[config.mk]
export PLATFORM = sky130hd
export DESIGN_NAME = ctrl_pipe_hazard
export DESIGN_NICKNAME = d
export VERILOG_FILES = /design/src/rtl/ctrl_pipe_hazard.sv
export SDC_FILE = /design/constraint.sdc
export NUM_CORES = 1
export LEC_CHECK = 0
export ABC_AREA = 1
export CORE_ASPECT_RATIO = 1.4
export CORE_MARGIN = 1
export CORE_UTILIZATION = 41
export DETAILED_ROUTE_END_ITERATION = 8
export GPL_ROUTABILITY_DRIVEN = 1
export PLACE_DENSITY = 0.67
export SKIP_CTS_REPAIR_TIMING = 1
export SYNTH_ARGS = -nofsm -noshare
export SYNTH_HDL_FRONTEND = slang
export SYNTH_SLANG_ARGS = --single-unit
[constraint.sdc]
create_clock -name clk -period 2.3 [get_ports clk]
set_input_delay 0.46 -clock clk [delete_from_list [all_inputs] [get_ports clk]]
set_output_delay 0.46 -clock clk [all_outputs]
set_load 0.02 [all_outputs]
[src/rtl/ctrl_pipe_hazard.sv]
// ctrl_pipe_hazard
//   Carries decoded control from ID through the EX, MEM and WB pipeline
//   registers. It also detects load-use hazards (one stall cycle plus a bubble),
//   squashes on a taken branch, and drives the ALU operand forwarding selects.
//
// Ports
//   clk, rst                  rising-edge clock, synchronous active-high reset
//   id_*                      decoded control and register addresses of the ID instruction
//   ex_br_eq                  ALU equality result for the instruction in EX
//   pc_wen, ifid_wen          0 = hold PC / IF-ID (load-use stall)
//   ifid_flush                clear IF/ID on the next edge (taken branch)
//   ex_aluop, ex_alusrc       EX-stage ALU control
//   fwd_a, fwd_b              operand select: 00 regfile, 10 EX/MEM, 01 MEM/WB
//   br_taken                  branch in EX is taken, redirect PC
//   mem_read, mem_write       MEM-stage memory control
//   wb_wen, wb_memtoreg, wb_dst  WB-stage writeback control
//   stall_cnt, flush_cnt      saturating performance counters
//
// No handshakes: every register advances every cycle. The only exception is
// ID/EX, which loads a bubble instead of the ID instruction on a stall or a
// taken branch.
module ctrl_pipe_hazard #(
  parameter int RA_W  = 4,
  parameter int CNT_W = 16
) (
  input  logic             clk,
  input  logic             rst,
  input  logic             id_wen,
  input  logic             id_mem_read,
  input  logic             id_mem_write,
  input  logic             id_alusrc,
  input  logic             id_memtoreg,
  input  logic             id_branch,
  input  logic [3:0]       id_aluop,
  input  logic [RA_W-1:0]  id_rs,
  input  logic [RA_W-1:0]  id_rt,
  input  logic             id_uses_rt,
  input  logic [RA_W-1:0]  id_dst,
  input  logic             ex_br_eq,
  output logic             pc_wen,
  output logic             ifid_wen,
  output logic             ifid_flush,
  output logic [3:0]       ex_aluop,
  output logic             ex_alusrc,
  output logic [1:0]       fwd_a,
  output logic [1:0]       fwd_b,
  output logic             br_taken,
  output logic             mem_read,
  output logic             mem_write,
  output logic             wb_wen,
  output logic             wb_memtoreg,
  output logic [RA_W-1:0]  wb_dst,
  output logic [CNT_W-1:0] stall_cnt,
  output logic [CNT_W-1:0] flush_cnt
);

  typedef struct packed {
    logic            wen;
    logic            mem_read;
    logic            mem_write;
    logic            alusrc;
    logic            memtoreg;
    logic            branch;
    logic [3:0]      aluop;
    logic [RA_W-1:0] rs;
    logic [RA_W-1:0] rt;
    logic [RA_W-1:0] dst;
  } idex_t;

  typedef struct packed {
    logic            wen;
    logic            mem_read;
    logic            mem_write;
    logic            memtoreg;
    logic [RA_W-1:0] dst;
  } exmem_t;

  typedef struct packed {
    logic            wen;
    logic            memtoreg;
    logic [RA_W-1:0] dst;
  } memwb_t;

  idex_t  ex_q, id_in, ex_d;
  exmem_t mem_q;
  memwb_t wb_q;
  logic   hz, br, stall, flush;
  logic [CNT_W-1:0] stall_q, flush_q;

  // A bubble writes nothing. memtoreg=1 selects the ALU path, so nothing reads memory.
  function automatic idex_t bubble();
    idex_t b;
    b          = '0;
    b.memtoreg = 1'b1;
    return b;
  endfunction

  // EX/MEM is the newest producer, so it wins over MEM/WB. A load in MEM has
  // no data yet. The load-use stall guarantees that a load is only consumed
  // from WB.
  function automatic logic [1:0] fwd_sel(input logic [RA_W-1:0] src);
    logic [1:0] s;
    s = 2'b00;
    if (mem_q.wen && !mem_q.mem_read && mem_q.dst != '0 && mem_q.dst == src)
      s = 2'b10;
    else if (wb_q.wen && wb_q.dst != '0 && wb_q.dst == src)
      s = 2'b01;
    return s;
  endfunction

  always_comb begin
    id_in           = '0;
    id_in.wen       = id_wen;
    id_in.mem_read  = id_mem_read;
    id_in.mem_write = id_mem_write;
    id_in.alusrc    = id_alusrc;
    id_in.memtoreg  = id_memtoreg;
    id_in.branch    = id_branch;
    id_in.aluop     = id_aluop;
    id_in.rs        = id_rs;
    id_in.rt        = id_rt;
    id_in.dst       = id_dst;

    hz = ex_q.mem_read && ex_q.dst != '0 &&
         (ex_q.dst == id_rs || (id_uses_rt && ex_q.dst == id_rt));
    br = ex_q.branch && ex_br_eq;
    // A taken branch squashes the ID instruction anyway, so its hazard is moot.
    // While rst is high, hazard and branch decisions are suppressed.
    flush = !rst && br;
    stall = !rst && hz && !br;

    ex_d = (stall || flush) ? bubble() : id_in;
  end

  always_ff @(posedge clk) begin
    if (rst) begin
      ex_q    <= bubble();
      mem_q   <= '{wen: 1'b0, mem_read: 1'b0, mem_write: 1'b0, memtoreg: 1'b1, dst: '0};
      wb_q    <= '{wen: 1'b0, memtoreg: 1'b1, dst: '0};
      stall_q <= '0;
      flush_q <= '0;
    end else begin
      ex_q            <= ex_d;
      mem_q.wen       <= ex_q.wen;
      mem_q.mem_read  <= ex_q.mem_read;
      mem_q.mem_write <= ex_q.mem_write;
      mem_q.memtoreg  <= ex_q.memtoreg;
      mem_q.dst       <= ex_q.dst;
      wb_q.wen        <= mem_q.wen;
      wb_q.memtoreg   <= mem_q.memtoreg;
      wb_q.dst        <= mem_q.dst;
      if (stall && stall_q != '1) stall_q <= stall_q + CNT_W'(1);
      if (flush && flush_q != '1) flush_q <= flush_q + CNT_W'(1);
    end
  end

  assign pc_wen      = !stall;
  assign ifid_wen    = !stall;
  assign ifid_flush  = flush;
  assign br_taken    = flush;
  assign ex_aluop    = ex_q.aluop;
  assign ex_alusrc   = ex_q.alusrc;
  assign fwd_a       = rst ? 2'b00 : fwd_sel(ex_q.rs);
  assign fwd_b       = rst ? 2'b00 : fwd_sel(ex_q.rt);
  assign mem_read    = mem_q.mem_read;
  assign mem_write   = mem_q.mem_write;
  assign wb_wen      = !rst && wb_q.wen;
  assign wb_memtoreg = wb_q.memtoreg;
  assign wb_dst      = wb_q.dst;
  assign stall_cnt   = stall_q;
  assign flush_cnt   = flush_q;

endmodule
==> flow_summary.ini, run 1 <==
[detailed_routing]
drt_first_pass_iters = 4
antenna_nets_post_route = 0
drt-total-wl_mm = 8.292
drt_iter0_markers = 150
detail_route.vias_per_cell = 4.928
vias = 3336
wire_per_inst_um = 12.25
drcViolationCount = 0

[power]
p_seq_share_pct = 42.1
total_power_mw = 2.930
power_per_cell_area_nw_per_um2 = 628.7
power.ir.vdd_worst_v = 0.0004079
switching_share_pct = 21.44
cell_internal_pwr_mw = 2.302
share_comb_of_total_power_pct = 8.0
power_switching_mw = 0.6281
leakage_nw = 2.026
clkPwrFrac_pct = 49.8

[die]
die-height_um = 110.4
floorplan.initialDensity_pct = 42.21
area_of_the_die_um2 = 8765
floorplan.io_pins = 79
dieWidth_um = 79.41
row_count = 39
core_um2 = 8149

[clock_tree]
htreeDepth = 3
cts-buffers-inserted = 9
clk_latency_ns = 0.33
clock_sinks = 68
clock_path_buffers = 2
clk_transition_reported_paths_ns = 0.05
cts_tree = done
clk_tree_root_cell = sky130_fd_sc_hd__clkbuf_16

[final_layout]
final_cell_mix = sky130_fd_sc_hd__nand2_1, sky130_fd_sc_hd__nor2_1, sky130_fd_sc_hd__clkdlybuf4s50_1
synth_to_layout_area_growth_pct = 35.50
final_cell_area_um2 = 4661
num-fill-cells = 751
layout_commonest_cell = sky130_fd_sc_hd__nand2_1
finalCoreUtilization_pct = 57.19
layout.nets = 598
antenna-diode-count = 0
final_layout_size_suffix_gt1_share_pct = 8.174

[logic_synthesis]
synth_nets = 514
yosys_warnings = 0
synth_area_per_cell_um2 = 7.077
syn-instance-count = 486
area_of_the_mapped_netlist_um2 = 3440
synth-seq-area-share_pct = 39.58
synth_cell_types = 35
synth.ff_latch_count = 68

[global_route]
grt.overflow.total = 0
grt_antenna_before_repair = 0
globalRouteTotalUtil_pct = 20.14
grt_pass1_vias = 3219
wire_length_of_the_first_global_routing_pass_mm = 13.67
largest_net_degree_at_the_start_of_global_routing = 21

[timing]
setup_repair_after_global_routing_missed_its_margin = no
layout_worst_path_cycle_share_pct = 95.98
timing.final.hold_violations = 0
fmaxAchievable_ghz = 0.4530
pin_slew_with_the_least_headroom_to_its_limit_ns = 0.4878
final_count_of_negative_setup_slack_endpoints = 0
setup_slack_ns = 0.09244
final.min_clock_period_ns = 2.208
finalClockSkew_ns = 0.006531
finalMaxSlewViolations = 0
timing.max_slew.rel_slack_pct = 67.23

[worst_setup_path]
startpoint = rst
start_of_the_worst_register_to_register_path = stall_cnt[0]$_SDFFE_PP0P_
ff2ff_setup_slack_ns = 0.38
critical_setup_path_class = in2out
cp-start-kind = input pin
worst_r2r_path_depth = 7
worst_path_largest_cell_delay_ns = 0.61
crit_path_frequent_cell = sky130_fd_sc_hd__buf_4
series_of_cell_instances_along_the_critical_path = dlymetal6s2s_1, buf_4, buf_4, nor2_1, clkdlybuf4s50_1
required_ns = 1.84
timing.critical_path.slowest_stage_cell = sky130_fd_sc_hd__clkdlybuf4s50_1
crit_arrival_ns = 1.75
critical_path_peak_fanout = 20
worstSetupEndpointType = output port

[place]
dp_worst_setup_slack_ns = -0.3608
io_buffers = 78
gp_congestion = 0.9390
postPlaceCellArea_um2 = 4319
post-dp-hpwl_mm = 6.084

[worst_hold_path]
min_path_cells = 2
hold_path_class = reg2reg
hold_path_startpoint = ex_q[19]$_SDFF_PP0_

[outcome]
outcome = complete, no violations

[flow_run]
cap_viol_max_count = 0
-- sequential cells by signal, indices dropped and copies added (netlist names) --
name	count
ex_aluop	4
ex_alusrc	1
ex_q	17
flush_cnt	16
mem_q	6
mem_read	1
mem_write	1
stall_cnt	16
wb_dst	4
wb_memtoreg	1
wb_q	1
-- critical path, delay by kind of cell --
kind,cells,cell delay (ns)
buffers and inverters,4,1.15
AND/OR/NAND/NOR,1,0.13
-- per-layer routing --
| layer | GRT usage (%) | up-vias | part of all wire, % |
|---|---|---|---|
| li1 | - | 1693 | - |
| met1 | 22.37 | 1518 | 41 |
| met2 | 35.53 | 104 | 51 |
| met3 | 3.457 | 21 | 4.3 |
| met4 | 12.47 | 0 | 3.2 |
| met5 | 0 | - | 0 |
-- cell families (layout without fill, tap and decap cells) --
group / Yosys count / count (layout) / synth area share (%)
adders and majority gates: 2 / 2 / 0.7274
DFF: 68 / 68 / 39.58
xor gates and xnor gates: 30 / 30 / 7.639
and+or+nand+nor: 260 / 260 / 33.94
buffers and inverters: 87 / 176 / 11.75
AOI/OAI and AO/OA: 39 / 39 / 6.366
-- power groups by stage --
stage                     sequential (mW)  clock, mW  combinational [mW]
after floorplan                      1.26          0               0.133
after global placement               1.26          0               0.233
after detailed placement             1.26          0               0.236
after CTS                            1.23       1.49               0.238
after global routing                 1.24       1.54               0.261
final                                1.23       1.46               0.235
-- area by class of cell --
cell class              count  area (µm²)  share of cell area (%)
multi-input cells         331        1674                   35.92
flip-flops and latches     68        1361                   29.21
repair buffers             96       938.4                   20.13
clock buffers              12       246.5                   5.289
inverters                  64       240.2                   5.154
well taps                 102       127.6                   2.738
clock inverters             4       72.57                   1.557
-- Yosys cell counts, drive strengths merged --
cell type / count / area (µm²)
a211oi: 1 / 7.510
a21oi: 28 / 140.1
a31oi: 1 / 21.27
and3: 1 / 6.260
buf: 18 / 145.1
clkbuf: 5 / 18.77
dfxtp: 68 / 1361
ha: 2 / 25.02
inv: 64 / 240.2
nand2: 118 / 457.9
nand3: 21 / 122.6
nand3b: 2 / 15.01
nand4: 23 / 158.9
nor2: 80 / 317.8
nor3: 10 / 55.05
nor3b: 2 / 15.01
o2111ai: 1 / 8.760
o21ai: 7 / 35.03
o22ai: 1 / 6.260
or2: 3 / 18.77
xnor2: 2 / 17.52
xor2: 28 / 245.2
-- path summary, 6_finish.rpt --
| kind | end |
|---|---|
| hold / removal | mem_write$_SDFF_PP0_ |
| setup / recovery | wb_wen |
| setup reg to reg | stall_cnt[13]$_SDFFE_PP0P_ |
| hold reg to reg | mem_write$_SDFF_PP0_ |
-- per-stage QoR --
stage,hold slack [ns],TNS (ns),cells
after floorplan,0.3883,0,486
after global placement,0.3904,-2.220,661
after detailed placement,0.3961,-2.307,661
after CTS,0.4070,-2.377,677
after global routing,0.4258,0,677
final,0.4026,0,677
(Power assumes the default switching activity.)
==> inputs of run 2 (changes only) <==
--- a/config.mk
+++ b/config.mk
@@ -8,10 +8,10 @@
 export ABC_AREA = 1
 export CORE_ASPECT_RATIO = 1.4
 export CORE_MARGIN = 1
-export CORE_UTILIZATION = 41
+export CORE_UTILIZATION = 40
 export DETAILED_ROUTE_END_ITERATION = 8
 export GPL_ROUTABILITY_DRIVEN = 1
-export PLACE_DENSITY = 0.67
+export PLACE_DENSITY = 0.66
 export SKIP_CTS_REPAIR_TIMING = 1
 export SYNTH_ARGS = -nofsm -noshare
 export SYNTH_HDL_FRONTEND = slang
==> flow_summary.ini, run 2 (synthesized netlist as in run 1, its figures left out) <==
[worst_setup_path]
critical_setup_path_class = in2out
crit_path_frequent_cell = sky130_fd_sc_hd__buf_4
crit_arrival_ns = 1.71
required_ns = 1.84
series_of_cell_instances_along_the_critical_path = dlymetal6s2s_1, buf_4, buf_4, nor2_1, clkdlybuf4s50_1
worstSetupEndpointType = output port
cp-start-kind = input pin
worst_r2r_path_depth = 7
critical_path_peak_fanout = 18
timing.critical_path.slowest_stage_cell = sky130_fd_sc_hd__clkdlybuf4s50_1
worst_path_largest_cell_delay_ns = 0.61

[place]
gp_congestion = 0.8553
dp_worst_setup_slack_ns = -0.3593
dp.cells = 659
post-dp-hpwl_mm = 5.822
io_buffers = 78

[detailed_routing]
vias = 3220
drt_first_pass_iters = 4
drt-total-wl_mm = 7.745
antenna_nets_post_route = 0
detail_route.vias_per_cell = 4.770
drcViolationCount = 0
drt_iter0_markers = 128
wire_per_inst_um = 11.47

[power]
power.ir.vdd_worst_v = 0.0005349
power_per_cell_area_nw_per_um2 = 602.8
leakage_nw = 1.990

[timing]
final.setup.tns_ns = 0
finalMaxSlewViolations = 0
final_count_of_negative_setup_slack_endpoints = 0
setup_repair_after_global_routing_missed_its_margin = no
setup_slack_ns = 0.1303
timing.max_slew.rel_slack_pct = 67.37
fmaxAchievable_ghz = 0.4609
pin_slew_with_the_least_headroom_to_its_limit_ns = 0.4858
layout_worst_path_cycle_share_pct = 94.34
timing.final.hold_violations = 0
final.min_clock_period_ns = 2.170
finalClockSkew_ns = 0.005988

[die]
row_count = 39
die-height_um = 111.7
core_um2 = 8247
floorplan.initialDensity_pct = 41.71
floorplan.io_pins = 79
area_of_the_die_um2 = 8979
dieWidth_um = 80.37

[global_route]
grt.overflow.total = 0
wire_length_of_the_first_global_routing_pass_mm = 13.00
grt_pass1_vias = 3058
globalRouteTotalUtil_pct = 18.56
largest_net_degree_at_the_start_of_global_routing = 26
grt_antenna_before_repair = 0

[clock_tree]
clock_sinks = 68
cts-buffers-inserted = 9
clk_transition_reported_paths_ns = 0.05
clk_tree_root_cell = sky130_fd_sc_hd__clkbuf_16
htreeDepth = 3
clk_latency_ns = 0.33
clock_path_buffers = 2
cts_tree = done

[worst_hold_path]
min_path_cells = 2
hold_path_class = reg2reg

[final_layout]
layout.nets = 596
largest_reg_flops = 17
final_cell_mix = sky130_fd_sc_hd__nand2_1, sky130_fd_sc_hd__nor2_1, sky130_fd_sc_hd__clkdlybuf4s50_1
final_layout_size_suffix_gt1_share_pct = 8.202
synth_to_layout_area_growth_pct = 34.30
register_with_the_most_flip_flops = ex_q
fin_cells = 675
layout_commonest_cell = sky130_fd_sc_hd__nand2_1
antenna-diode-count = 0

[outcome]
outcome = complete, no violations

[flow_run]
cap_viol_max_count = 0
[run 2: cell types whose count changed in the layout (fill, tap and decap cells not counted), sizes merged]
| cell | delta |
|---|---|
| dlymetal6s2s | -1 |
| clkinv | +2 |
| buf | -2 |
| bufinv | -1 |
[run 2: per-stage QoR]
step	power (mW)	hold WS, ns	util, %	cell area (µm²)
floorplan	1.391	0.3883	-	3440
global placement	1.493	0.3887	52.34	4317
detailed placement	1.496	0.3963	52.34	4317
CTS	2.829	0.4004	55.80	4602
global route	2.903	0.4191	56.02	4619
finish	2.784	0.3976	56.02	4619
[run 2: final cells by class]
| type | count | area [µm²] |
|---|---|---|
| Timing Repair Buffer | 94 | 928.4 |
| Clock buffer | 11 | 232.7 |
| Inverter | 64 | 240.2 |
| Multi-Input combinational cell | 331 | 1677 |
| Clock inverter | 5 | 52.55 |
| Fill cell | 802 | 3627 |
| Sequential cell | 68 | 1361 |
| Tap cell | 102 | 127.6 |
[run 2: metal layers]
metal  track usage [%]  routed length (µm)  up-vias  share of wire, %
li1                  -                   -     1685                 -
met1             20.76                3270     1441                42
met2             31.47                3914       79                51
met3             3.607                 334       15               4.3
met4             11.67                 226        0               2.9
met5                 0                   0        -                 0
[run 2: path summary, 6_finish.rpt]
path                                   from                    endpoint  slack (ns)
setup / recovery                        rst                      wb_wen        0.13
hold / removal          ex_q[21]$_SDFF_PP0_         mem_q[7]$_SDFF_PP0_        0.40
setup reg to reg  stall_cnt[0]$_SDFFE_PP0P_  stall_cnt[13]$_SDFFE_PP0P_        0.42
hold reg to reg         ex_q[21]$_SDFF_PP0_         mem_q[7]$_SDFF_PP0_        0.40
[run 2: power by group]
group          total, mW  internal (mW)  switching (mW)
Sequential          1.23           1.21          0.0214
Combinational      0.235          0.115           0.121
Clock               1.32          0.833           0.483
[run 2: worst max-delay path, delay by kind of cell]
| family | cells | cell delay (ns) |
|---|---|---|
| buf+inv | 4 | 1.14 |
| simple gates | 1 | 0.12 |
==> inputs of run 3 (changes only) <==
--- a/config.mk
+++ b/config.mk
@@ -10,8 +10,8 @@
 export CORE_MARGIN = 1
 export CORE_UTILIZATION = 40
 export DETAILED_ROUTE_END_ITERATION = 8
+export DONT_BUFFER_PORTS = 1
 export GPL_ROUTABILITY_DRIVEN = 1
-export PLACE_DENSITY = 0.66
 export SKIP_CTS_REPAIR_TIMING = 1
 export SYNTH_ARGS = -nofsm -noshare
 export SYNTH_HDL_FRONTEND = slang
==> flow_summary.ini, run 3 (synthesized netlist as in run 1, its figures left out) <==
[worst_setup_path]
critical_path_peak_fanout = 4
regToRegEndpoint = flush_cnt[12]$_SDFFE_PP0P_
critical_setup_path_class = reg2out
start_of_the_worst_register_to_register_path = flush_cnt[1]$_SDFFE_PP0P_
required_ns = 1.84
ff2ff_setup_slack_ns = 0.56
worst_r2r_path_depth = 8
cp-start-kind = flop
crit_arrival_ns = 1.67
worstSetupEndpointType = output port
series_of_cell_instances_along_the_critical_path = xor2_1, a21oi_1, o2111ai_1, nor3b_1, buf_4
worst_path_largest_cell_delay_ns = 0.52
timing.critical_path.slowest_stage_cell = sky130_fd_sc_hd__dfxtp_1

[global_route]
grt.overflow.total = 0
grt_pass1_vias = 2771
globalRouteTotalUtil_pct = 18.49
wire_length_of_the_first_global_routing_pass_mm = 12.90
largest_net_degree_at_the_start_of_global_routing = 47
grt_antenna_before_repair = 0

[worst_hold_path]
hold_path_startpoint = rst
min_path_cells = 1
hold_path_class = in2reg
min_to = flush_cnt[6]$_SDFFE_PP0P_

[timing]
setup_repair_after_global_routing_missed_its_margin = no
finalClockSkew_ns = 0.006567
layout_worst_path_cycle_share_pct = 92.62
final.setup.tns_ns = 0
final_count_of_negative_setup_slack_endpoints = 0
timing.max_slew.rel_slack_pct = 66.75
finalMaxSlewViolations = 0
fmaxAchievable_ghz = 0.4695
fin_worst_hold_slack_ns = 0.1976
timing.final.hold_violations = 0
final.min_clock_period_ns = 2.130
pin_slew_with_the_least_headroom_to_its_limit_ns = 0.4949

[final_layout]
final_cell_mix = sky130_fd_sc_hd__nand2_1, sky130_fd_sc_hd__nor2_1, sky130_fd_sc_hd__dfxtp_1
final_layout_size_suffix_gt1_share_pct = 11.83
register_with_the_most_flip_flops = ex_q
synth_to_layout_area_growth_pct = 14.37
num-fill-cells = 837
antenna-diode-count = 0
final_cell_area_um2 = 3934
finalCoreUtilization_pct = 47.70
layout.nets = 530
layout_commonest_cell = sky130_fd_sc_hd__nand2_1
largest_reg_flops = 17

[power]
power.ir.vdd_worst_v = 0.0004958
total_power_mw = 2.826
leakage_nw = 1.684
power_per_cell_area_nw_per_um2 = 718.3

[die]
row_count = 39
core_um2 = 8247
die-height_um = 111.7
area_of_the_die_um2 = 8979
dieWidth_um = 80.37
floorplan.io_pins = 79
floorplan.initialDensity_pct = 41.71

[clock_tree]
clk_tree_root_cell = sky130_fd_sc_hd__clkbuf_16
clk_transition_reported_paths_ns = 0.05
cts-buffers-inserted = 9
cts_tree = done
clock_sinks = 68
htreeDepth = 3
clk_latency_ns = 0.33
clock_path_buffers = 2

[flow_run]
cap_viol_max_count = 0

[detailed_routing]
drt-total-wl_mm = 7.873
antenna_nets_post_route = 0
drt_first_pass_iters = 4
drcViolationCount = 0
drt_iter0_markers = 78
detail_route.vias_per_cell = 4.970
wire_per_inst_um = 12.93
vias = 3027

[outcome]
outcome = complete, no violations

[place]
gp_congestion = 0.8115
io_buffers = 0
post-dp-hpwl_mm = 5.792
postPlaceCellArea_um2 = 3613
run 3: cell types whose count changed in the layout (fill, tap and decap cells not counted), moves of 2 or more:
cell                              change
sky130_fd_sc_hd__clkdlybuf4s50_1     -69
sky130_fd_sc_hd__buf_4               +13
sky130_fd_sc_hd__dlymetal6s2s_1       -8
sky130_fd_sc_hd__clkinv_2             -2
sky130_fd_sc_hd__dfxtp_1              -2
sky130_fd_sc_hd__dfxtp_2              +2
run 3: routing by layer:
metal  wire [µm]  part of all wire, %  GRT usage (%)  vias to the layer above
li1            -                    -              -                     1546
met1        3266                   41          20.41                     1379
met2        3875                   49          30.96                       83
met3         525                  6.7          6.066                       19
met4         206                  2.6          9.524                        0
met5           0                    0              0                        -
run 3: layout make-up:
| type | instances | area (µm²) | area share (%) |
|---|---|---|---|
| clock buffers | 10 | 229.0 | 5.821 |
| inverters | 64 | 240.2 | 6.107 |
| well taps | 102 | 127.6 | 3.244 |
| repair buffers | 28 | 210.2 | 5.344 |
| clock inverters | 6 | 88.84 | 2.258 |
| flip-flops and latches | 68 | 1364 | 34.67 |
| multi-input cells | 331 | 1674 | 42.56 |
run 3: how the worst max path moves through the flow:
stage,start,endpoint,cells past startpoint
global placement,wb_dst[0]$_SDFF_PP0_,fwd_a[0],5
floorplan,rst,fwd_a[0],6
CTS,wb_dst[1]$_SDFF_PP0_,fwd_a[0],5
global route,wb_dst[0]$_SDFF_PP0_,fwd_a[0],5
detailed placement,wb_dst[1]$_SDFF_PP0_,fwd_a[0],5
finish,wb_dst[0]$_SDFF_PP0_,fwd_a[0],5
run 3: metrics by stage:
step,setup slack (ns),instances
finish,0.1699,609
global route,0.01640,609
detailed placement,0.4775,593
CTS,0.1137,609
floorplan,0.2815,486
global placement,0.5116,593
run 3: where the power goes:
| group | switching [mW] | internal, mW | leakage, nW | total, mW |
|---|---|---|---|---|
| Combinational | 0.0833 | 0.0478 | 0.979 | 0.131 |
| Clock | 0.501 | 0.948 | 0.149 | 1.45 |
| Sequential | 0.0341 | 1.21 | 0.556 | 1.25 |
run 3: worst max-delay path: cells and delay by family, from the launching register on:
kind / cells / cell delay, ns
xor gates and xnor gates: 1 / 0.12
AOI/OAI and AO/OA: 2 / 0.25
buffers and inverters: 1 / 0.19
DFF: 1 / 0.52
and+or+nand+nor: 1 / 0.26
